**config.mk**
```make
export PLATFORM = sky130hd
export DESIGN_NAME = crossing_comparator
export DESIGN_NICKNAME = d
export VERILOG_FILES = /design/src/rtl/comp_pkg.sv /design/src/rtl/comp_channel.sv /design/src/rtl/crossing_comparator.sv
export SDC_FILE = /design/constraint.sdc
export NUM_CORES = 1
export LEC_CHECK = 0
export ABC_AREA = 1
export CAP_MARGIN = 20
export CORE_AREA = 2 2 205 207
export CTS_CLUSTER_SIZE = 20
export DETAILED_ROUTE_END_ITERATION = 10
export DIE_AREA = 0 0 207 209
export PLACE_DENSITY_LB_ADDON = 0.12
export SYNTH_ARGS = -nofsm -noshare
export SYNTH_HDL_FRONTEND = slang
export SYNTH_SLANG_ARGS = --single-unit
```
**constraint.sdc**
```tcl
create_clock -name Clock -period 11.1 [get_ports Clock]
set_input_delay 1.11 -clock Clock [delete_from_list [all_inputs] [get_ports Clock]]
set_output_delay 1.11 -clock Clock [all_outputs]
set_load 0.1 [all_outputs]
```
**src/rtl/comp_pkg.sv**
```systemverilog
// Shared mode encodings and operand extension helper
// for the multi-channel crossing comparator.
package comp_pkg;

   localparam logic [1:0] MODE_GT = 2'b00;
   localparam logic [1:0] MODE_GE = 2'b01;
   localparam logic [1:0] MODE_EQ = 2'b10;
   localparam logic [1:0] MODE_LT = 2'b11;

   localparam int EXT_MAX = 64;

   // Extend a w-bit value (held in the low bits of v) to EXT_MAX+1 bits.
   function automatic logic [EXT_MAX:0] ext_val(
      input logic [EXT_MAX-1:0] v,
      input int                 w,
      input logic               sgn
   );
      logic [EXT_MAX:0] r;
      r = {1'b0, v};
      for (int i = 0; i <= EXT_MAX; i++) begin
         if (i >= w) r[i] = sgn & v[w-1];
      end
      return r;
   endfunction

endpackage

```
**src/rtl/comp_channel.sv**
```systemverilog
// One comparator channel: hysteresis next-state, edge
// pulses and the saturating rising-edge counter.
module comp_channel
   import comp_pkg::*;
#(
   parameter int W      = 20,
   parameter int CNT_W  = 16,
   parameter int SIGNED = 0
) (
   input  logic             clk,
   input  logic             rst,
   input  logic             v1,
   input  logic [1:0]       mode,
   input  logic             mode_chg,
   input  logic [W-1:0]     a,
   input  logic [W-1:0]     b,
   input  logic [W-1:0]     hyst,
   input  logic             clear_cnt,
   output logic             comp_out,
   output logic             rise,
   output logic             fall,
   output logic [CNT_W-1:0] cnt
);

   // One bit beyond W+1 keeps A+H and B+H exact in both encodings.
   localparam int XW = W + 2;

   logic signed [XW-1:0] ax;
   logic signed [XW-1:0] bx;
   logic signed [XW-1:0] hx;
   logic signed [XW-1:0] ah;
   logic signed [XW-1:0] bh;
   logic                 s;
   logic                 nxt;

   assign ax = signed'(XW'(ext_val(
      {{(EXT_MAX-W){1'b0}}, a}, W, SIGNED != 0)));
   assign bx = signed'(XW'(ext_val(
      {{(EXT_MAX-W){1'b0}}, b}, W, SIGNED != 0)));
   assign hx = signed'({2'b00, hyst});
   assign ah = ax + hx;
   assign bh = bx + hx;

   // Release bounds are chosen so Hyst=0 collapses to the plain compare.
   always_comb begin
      s   = mode_chg ? 1'b0 : comp_out;
      nxt = s;
      unique case (1'b1)
         (mode == MODE_GT): nxt = s ? !(ah <= bx) : (ax > bx);
         (mode == MODE_GE): nxt = s ? !(ah < bx) : (ax >= bx);
         (mode == MODE_LT): nxt = s ? !(ax >= bh) : (ax < bx);
         (mode == MODE_EQ): nxt = (ax == bx);
         default:           nxt = s;
      endcase
   end

   always_ff @(posedge clk or posedge rst) begin
      if (rst) begin
         comp_out <= 1'b0;
         rise     <= 1'b0;
         fall     <= 1'b0;
      end else if (v1) begin
         comp_out <= nxt;
         rise     <= !mode_chg & nxt & !comp_out;
         fall     <= !mode_chg & !nxt & comp_out;
      end else begin
         rise <= 1'b0;
         fall <= 1'b0;
      end
   end

   always_ff @(posedge clk or posedge rst) begin
      if (rst) begin
         cnt <= '0;
      end else if (clear_cnt) begin
         cnt <= '0;
      end else if (rise && (cnt != '1)) begin
         cnt <= cnt + 1'b1;
      end
   end

endmodule

```
**src/rtl/crossing_comparator.sv**
```systemverilog
// Multi-channel A/B crossing comparator: input register stage,
// valid pipeline and stored mode; per-channel logic in comp_channel.
module crossing_comparator
   import comp_pkg::*;
#(
   parameter int W      = 20,
   parameter int CH     = 4,
   parameter int CNT_W  = 16,
   parameter int SIGNED = 0
) (
   input  logic                Clock,
   input  logic                Reset,
   input  logic                In_valid,
   input  logic [1:0]          Mode,
   input  logic [W-1:0]        Hyst,
   input  logic [CH*W-1:0]     Comp_A,
   input  logic [CH*W-1:0]     Comp_B,
   input  logic                Clear_cnt,
   output logic                Out_valid,
   output logic [CH-1:0]       Comp_out,
   output logic [CH-1:0]       Rise,
   output logic [CH-1:0]       Fall,
   output logic [CH*CNT_W-1:0] Cross_cnt
);

   logic [CH*W-1:0] a1;
   logic [CH*W-1:0] b1;
   logic [W-1:0]    h1;
   logic [1:0]      mode1;
   logic [1:0]      mode_q;
   logic            chg1;
   logic            v1;

   always_ff @(posedge Clock or posedge Reset) begin
      if (Reset) begin
         a1     <= '0;
         b1     <= '0;
         h1     <= '0;
         mode1  <= MODE_GT;
         mode_q <= MODE_GT;
         chg1   <= 1'b0;
         v1     <= 1'b0;
      end else begin
         v1 <= In_valid;
         if (In_valid) begin
            a1     <= Comp_A;
            b1     <= Comp_B;
            h1     <= Hyst;
            mode1  <= Mode;
            chg1   <= (Mode != mode_q);
            mode_q <= Mode;
         end
      end
   end

   always_ff @(posedge Clock or posedge Reset) begin
      if (Reset) Out_valid <= 1'b0;
      else       Out_valid <= v1;
   end

   for (genvar i = 0; i < CH; i++) begin : g_ch
      comp_channel #(
         .W      (W),
         .CNT_W  (CNT_W),
         .SIGNED (SIGNED)
      ) u_ch (
         .clk       (Clock),
         .rst       (Reset),
         .v1        (v1),
         .mode      (mode1),
         .mode_chg  (chg1),
         .a         (a1[i*W +: W]),
         .b         (b1[i*W +: W]),
         .hyst      (h1),
         .clear_cnt (Clear_cnt),
         .comp_out  (Comp_out[i]),
         .rise      (Rise[i]),
         .fall      (Fall[i]),
         .cnt       (Cross_cnt[i*CNT_W +: CNT_W])
      );
   end

endmodule

```
==> flow_summary.yaml, run 1 <==
clocking:
  clock-sinks: 261
  cts_tree: "done"
  root_buffer: "clkbuf_16"
  cts.hold.buffers_added: 0
  cts_setup_buffers: 0
  ctsResizeCount: 0
  numCtsBuffers: 30
  path_clk_slew_ns: 0.06
  clock_tree.buffer_depth: 3
  clk_latency_ns: 0.59
  htreeDepth: 1
routing:
  drc: 0
  route.vias.total: 23400
  finalWirelength_um: 73700
  wl_per_cell_um: 18.0
  firstDrtPassIters: 8
  drt_iter0_markers: 1777
  ant_nets: 0
  vias_per_cell: 5.73
cells_and_area:
  n_antenna_cell: 0
  ff_latch_area_um2: 6530
  area_growth_pct: 17.3
  layout_commonest_cell: "nand2_1"
  n_fill_cell: 3563
  layout-drive-gt1-share: 0.0260
  final_area_um2: 28000
  fin_nets: 4118
  layout_common_cells: "nand2_1 (978), ha_1 (404), inv_1 (323)"
  utilization: 0.678
  multiInputGateArea_um2: 15800
timing:
  finalCritPeriodShare: 0.385
  max_slew_margin: 0.280
  worstMarginPinSlew_ns: 1.08
  finalWorstSetupSlack_ns: 6.83
  min_period_ns: 4.27
  slew_violations: 0
  setup_viol: 0
  skew_ns: 0.0164
  setup_tns_ns: 0
  rsz0062_at_grt: "false"
  max_freq_mhz: 234
  final_hold_viol_count: 0
placement:
  place_congestion: 0.971
  dp_slack_ns: 6.89
  dp_hpwl_um: 58600
  dpl_cell_area_um2: 26900
  portBuffers: 262
power:
  p_leak_nw: 14.2
  power_density_nw_per_um2: 137
  ir_drop_uv: 127
  total_power_mw: 3.85
setup_path:
  crit_slowest_cell: "dfrtp_1"
  cp.required_ns: 11.57
  path_class: "register to register"
  path_common_cell: "nand2_1"
  crit_path_start_kind: "register"
  critPathArrivalTime_ns: 4.74
  crit_fanout: 9
  slowest_delay_ns: 0.61
  crit_chain: "inv_1 > fa_1 > o21ai_1 > a21oi_1 > o21bai_1 > nand2_1 > nand2_1 > a21oi_1 > xnor2_1 > ha_1 > nand2_1 > nor2_1 > nand3_1 > nor2_1 > nand4_1 > nand3_1 > nor2_1 > nor2_1 > nand2_1 > nand2_1 > nand2_1"
  end_kind: "register"
grt:
  first_global_vias: 23100
  grt_start_max_net_pins: 124
  grt_pass1_wl_um: 119000
  antenna_found_initial: 2
  grt_overflow: 0
  grt_use_total: 0.338
floorplan:
  initial_core_util: 0.578
  dieWidth_um: 207
  num_rows: 75
  die_h_um: 209
  coreArea_um2: 41300
  die_area_um2: 43300
  boundaryPins: 263
synthesis:
  ys_seq_area_frac: 0.274
  postSynthCellCount: 3279
  synth-edff-count: 0
  syn_nets: 3877
  ys_warn_count: 0
  synth-async-reset-ratio: 1.00
  synth_ff_type: "dfrtp_1"
  synth_area_per_cell_um2: 7.28
  synth_area_um2: 23900
  synth_seq_cells: 261
  yosys.cell_types.count: 55
hold_path:
  worstHoldPathType: "register to register"
flow_run:
  max_cap_violations: 0
run_status:
  outcome: "finished, final reports clean"
[kinds of logic (layout without fill, tap and decap cells)]
logic type,count (synthesis),in the layout,synth area share
adders and majority gates,412,412,0.218
buffers and inverters,388,652,0.0635
xor gates and xnor gates,145,145,0.0532
and+or+nand+nor,1448,1448,0.250
AOI/OAI and AO/OA,625,625,0.141
DFF,261,261,0.274
[flip-flops by register name, indices dropped and copies added (netlist names)]
name	cells
a1	80
Out_valid	1
b1	80
g_ch.u_ch.rise	4
h1	20
g_ch.u_ch.fall	4
v1	1
mode_q	2
g_ch.u_ch.comp_out	4
g_ch.u_ch.cnt	64
chg1	1
[stage by stage]
step | cells | hold slack, ns
2_1_floorplan | 3279 | 0.352
3_3_place_gp | 4027 | 0.477
3_5_place_dp | 4027 | 0.512
4_1_cts | 4082 | 0.523
5_1_grt | 4082 | 0.558
6_report | 4082 | 0.515
[cells in the mapped netlist, drive strengths merged (4+ instances only)]
cell type / instances / area, µm²
nand4: 60 / 382
a21oi: 303 / 1520
nor3: 52 / 275
dfrtp: 261 / 6530
nor4: 5 / 31.3
a211oi: 17 / 128
ha: 404 / 5050
fa: 8 / 160
a21o: 20 / 150
buf: 17 / 110
nor2: 211 / 820
clkbuf: 42 / 168
nand3: 114 / 593
xor2: 77 / 674
nand2: 984 / 3710
inv: 327 / 1230
xnor2: 68 / 596
and3: 5 / 31.3
o21bai: 18 / 135
o21a: 8 / 60.1
a31oi: 18 / 113
o21ai: 228 / 1160
a21boi: 4 / 33.8
or2: 4 / 25.0
and2: 7 / 43.8
[worst paths after layout]
check	start	to	slack [ns]	cells after the start
max in group asynchronous	Reset	a1[15]$_DFFE_PP0P_	8.39	3
setup reg to reg	h1[1]$_DFFE_PP0P_	g_ch[0].u_ch.comp_out$_DFFE_PP0P_	6.83	21
setup / recovery	h1[1]$_DFFE_PP0P_	g_ch[0].u_ch.comp_out$_DFFE_PP0P_	6.83	21
hold reg to reg	g_ch[2].u_ch.cnt[14]$_DFFE_PP0P_	g_ch[2].u_ch.cnt[14]$_DFFE_PP0P_	0.51	1
min in group asynchronous	Reset	b1[54]$_DFFE_PP0P_	1.06	2
hold / removal	g_ch[2].u_ch.cnt[14]$_DFFE_PP0P_	g_ch[2].u_ch.cnt[14]$_DFFE_PP0P_	0.51	1
[worst max-delay path, delay by kind of cell, from the launching register on]
| family | cells | cell delay [ns] |
|---|---|---|
| xor gates and xnor gates | 1 | 0.13 |
| AOI/OAI and AO/OA | 4 | 0.94 |
| adders and majority gates | 2 | 0.84 |
| and+or+nand+nor | 13 | 1.17 |
| buffers and inverters | 1 | 0.44 |
| DFF | 1 | 0.61 |
[layer usage]
layer  vias to the layer above  track usage  routed length [µm]
met1                     11000        0.440               31800
li1                      11500            -                   -
met4                         4        0.145                3370
met2                       790        0.563               33500
met3                       190       0.0478                5040
met5                         -            0                  23
[final cells by class]
type / count / area share
Clock buffer: 45 / 0.0328
Multi-Input combinational cell: 2630 / 0.565
Inverter: 329 / 0.0445
Tap cell: 539 / 0.0241
Sequential cell: 261 / 0.233
Timing Repair Buffer: 268 / 0.0954
Clock inverter: 10 / 0.00483
[power by group]
group          switching (mW)  internal [mW]
registers               0.119           1.02
clock network           0.422          0.636
logic                    1.00          0.651
(Power assumes the default switching activity.)
==> inputs of run 2 (changes only) <==
Settings changed: CORE_AREA 2 2 205 207 to 2 2 216 218, DIE_AREA 0 0 207 209 to 0 0 218 220.
Clock period 11.1 ns to 3.5 ns, I/O delays scaled along.
==> run 2 against run 1 <==
Effect of this change: clock power rose to 3.2 times the previous value; fmax up 22%; final cell count up 9.6%; global-route usage down 1.5 points; flip-flop and latch count unchanged; worst setup slack worse by 6.8 ns; first-iteration DRC count down 15%; highest routed layer is now met4; clock skew up 0.0052 ns; power rose to 3.5 times the previous value.
==> flow_summary.yaml, run 2 (synthesized netlist as in run 1, its figures left out) <==
timing:
  rsz0062_at_grt: "true"
  slew_violations: 0
  worstMarginPinSlew_ns: 1.11
  finalCritPeriodShare: 0.997
  final_hold_viol_count: 0
  setup_viol: 0
  max_freq_mhz: 286
  skew_ns: 0.0216
  min_period_ns: 3.49
  whs_ns: 0.115
  max_slew_margin: 0.255
floorplan:
  boundaryPins: 263
  die_h_um: 220
  initial_core_util: 0.520
  coreArea_um2: 45900
  dieWidth_um: 218
  die_area_um2: 48000
  num_rows: 79
clocking:
  clk_latency_ns: 0.60
  path_clk_slew_ns: 0.07
  clock_tree.buffer_depth: 3
  root_buffer: "clkbuf_16"
  cts_tree: "done"
  cts.hold.buffers_added: 0
  htreeDepth: 1
  numCtsBuffers: 31
  clock-sinks: 261
setup_path:
  crit_slowest_cell: "dfrtp_4"
  path_common_cell: "nand2_1"
  slowest_delay_ns: 0.59
  r2r_end: "g_ch[0].u_ch.comp_out$_DFFE_PP0P_"
  path_class: "register to register"
  r2r-start: "h1[4]$_DFFE_PP0P_"
  worst_r2r_path_depth: 24
  cp.required_ns: 3.97
  critPathArrivalTime_ns: 3.96
  crit_chain: "buf_6 > ha_4 > buf_4 > nand2_1 > nor2_2 > and2_4 > a21oi_2 > o21bai_1 > nand2_1 > nand2_2 > a21oi_1 > xnor2_1 > ha_1 > nand2_1 > nor2_1 > nand3_1 > nor2_1 > nand4_1 > nand3_1 > nor2_1 > nor2_2 > nand2_1 > nand2_1 > nand2_1"
  crit_fanout: 7
  end_kind: "register"
  crit_path_start_kind: "register"
  r2r_slack_ns: 0.009
power:
  p_leak_nw: 15.9
  comb_power_share: 0.489
  intPower_mw: 8.15
  p_switching_mw: 5.32
  p_clk_frac: 0.250
  swShare: 0.395
  power_frac_seq: 0.261
  total_power_mw: 13.5
  power_density_nw_per_um2: 423
  ir_drop_uv: 448
placement:
  portBuffers: 262
  place_congestion: 0.988
  dp_hpwl_um: 63000
  dpl_cell_area_um2: 29300
routing:
  finalWirelength_um: 79300
  ant_nets: 0
  wl_per_cell_um: 17.7
  firstDrtPassIters: 5
  vias_per_cell: 5.48
  drt_iter0_markers: 1513
  route.vias.total: 24500
  drc: 0
grt:
  antenna_found_initial: 2
  grt_pass1_wl_um: 123000
  grt_start_max_net_pins: 92
  first_global_vias: 23800
  grt_use_total: 0.323
  grt_overflow: 0
cells_and_area:
  final_area_um2: 31800
  n_antenna_cell: 0
  largestRegisters: "a1: 80 flops, b1: 80 flops, g_ch.u_ch.cnt: 64 flops"
  fin_nets: 4440
  n_fill_cell: 3837
  area_growth_pct: 33.4
  multiInputGateArea_um2: 16900
  layout_common_cells: "nand2_1 (942), ha_1 (370), inv_1 (319)"
  layout-drive-gt1-share: 0.163
  layout_commonest_cell: "nand2_1"
  ff_latch_area_um2: 6540
hold_path:
  worstHoldPathType: "input pin to register"
  whs_path_depth: 1
  min_from: "In_valid"
  min_to: "v1$_DFF_PP0_"
flow_run:
  max_cap_violations: 0
run_status:
  outcome: "finished, final reports clean"
run 2: cell count changes in the layout (fill, tap and decap cells not counted), sizes merged:
cell / change
clkbuf: -2
inv: -1
buf: +321
clkinvlp: +2
clkinv: +3
run 2: per-stage QoR:
step | setup TNS [ns] | setup WS, ns | util | std cells
CTS | 0 | 0.00194 | 0.667 | 4448
floorplan | -76.10 | -0.292 | - | 3279
global route | -1.35 | -0.147 | 0.694 | 4473
finish | 0 | 0.00898 | 0.694 | 4473
global placement | -1.70 | -0.207 | 0.640 | 4382
detailed placement | -2.58 | -0.285 | 0.640 | 4382
run 2: how the worst max path moves through the flow:
| stage | startpoint | end | slack [ns] | cells past startpoint |
|---|---|---|---|---|
| after floorplan | Reset | Out_valid$_DFF_PP0_ | -0.29 | 1 |
| after global placement | h1[4]$_DFFE_PP0P_ | g_ch[3].u_ch.rise$_DFF_PP0_ | -0.21 | 25 |
| after detailed placement | h1[4]$_DFFE_PP0P_ | g_ch[3].u_ch.rise$_DFF_PP0_ | -0.29 | 25 |
| after CTS | h1[10]$_DFFE_PP0P_ | g_ch[1].u_ch.comp_out$_DFFE_PP0P_ | 0.002 | 23 |
| after global routing | h1[5]$_DFFE_PP0P_ | g_ch[1].u_ch.comp_out$_DFFE_PP0P_ | -0.15 | 22 |
| final | h1[4]$_DFFE_PP0P_ | g_ch[0].u_ch.comp_out$_DFFE_PP0P_ | 0.009 | 24 |
run 2: power by group through the flow:
stage / Clock, mW / Sequential (mW) / Combinational [mW]
2_1_floorplan: 0 / 3.48 / 3.82
3_3_place_gp: 0 / 3.54 / 5.77
3_5_place_dp: 0 / 3.54 / 5.95
4_1_cts: 3.43 / 3.49 / 6.07
5_1_grt: 3.53 / 3.53 / 7.36
6_report: 3.37 / 3.51 / 6.59
run 2: layout make-up:
class / instances / area share
inverter: 329 / 0.0390
timing repair buffer: 589 / 0.166
clock inverter: 14 / 0.00495
sequential: 261 / 0.206
tap: 607 / 0.0239
clock buffer: 43 / 0.0283
multi-input combinational: 2630 / 0.532
run 2: what timing repair did:
item / 4_1_cts / 5_1_grt
setup buffers: 9 / 25
setup endpoints to repair: 12 / 12
gates resized for setup: 46 / 231
pin swaps: 6 / 74
run 2: metal layers:
layer | vias up | global-route usage | share of wire
met3 | 148 | 0.0356 | 0.058
met5 | - | 0 | 0
met2 | 724 | 0.555 | 0.47
met1 | 11500 | 0.419 | 0.43
li1 | 12100 | - | -
met4 | 0 | 0.115 | 0.039
run 2: worst max-delay path, delay by kind of cell, from the launching register on:
kind / cells / cell delay (ns)
buf+inv: 2 / 0.30
flops: 1 / 0.59
fa+ha+maj: 2 / 0.58
xor+xnor: 1 / 0.12
compound gates: 3 / 0.32
simple gates: 16 / 1.45
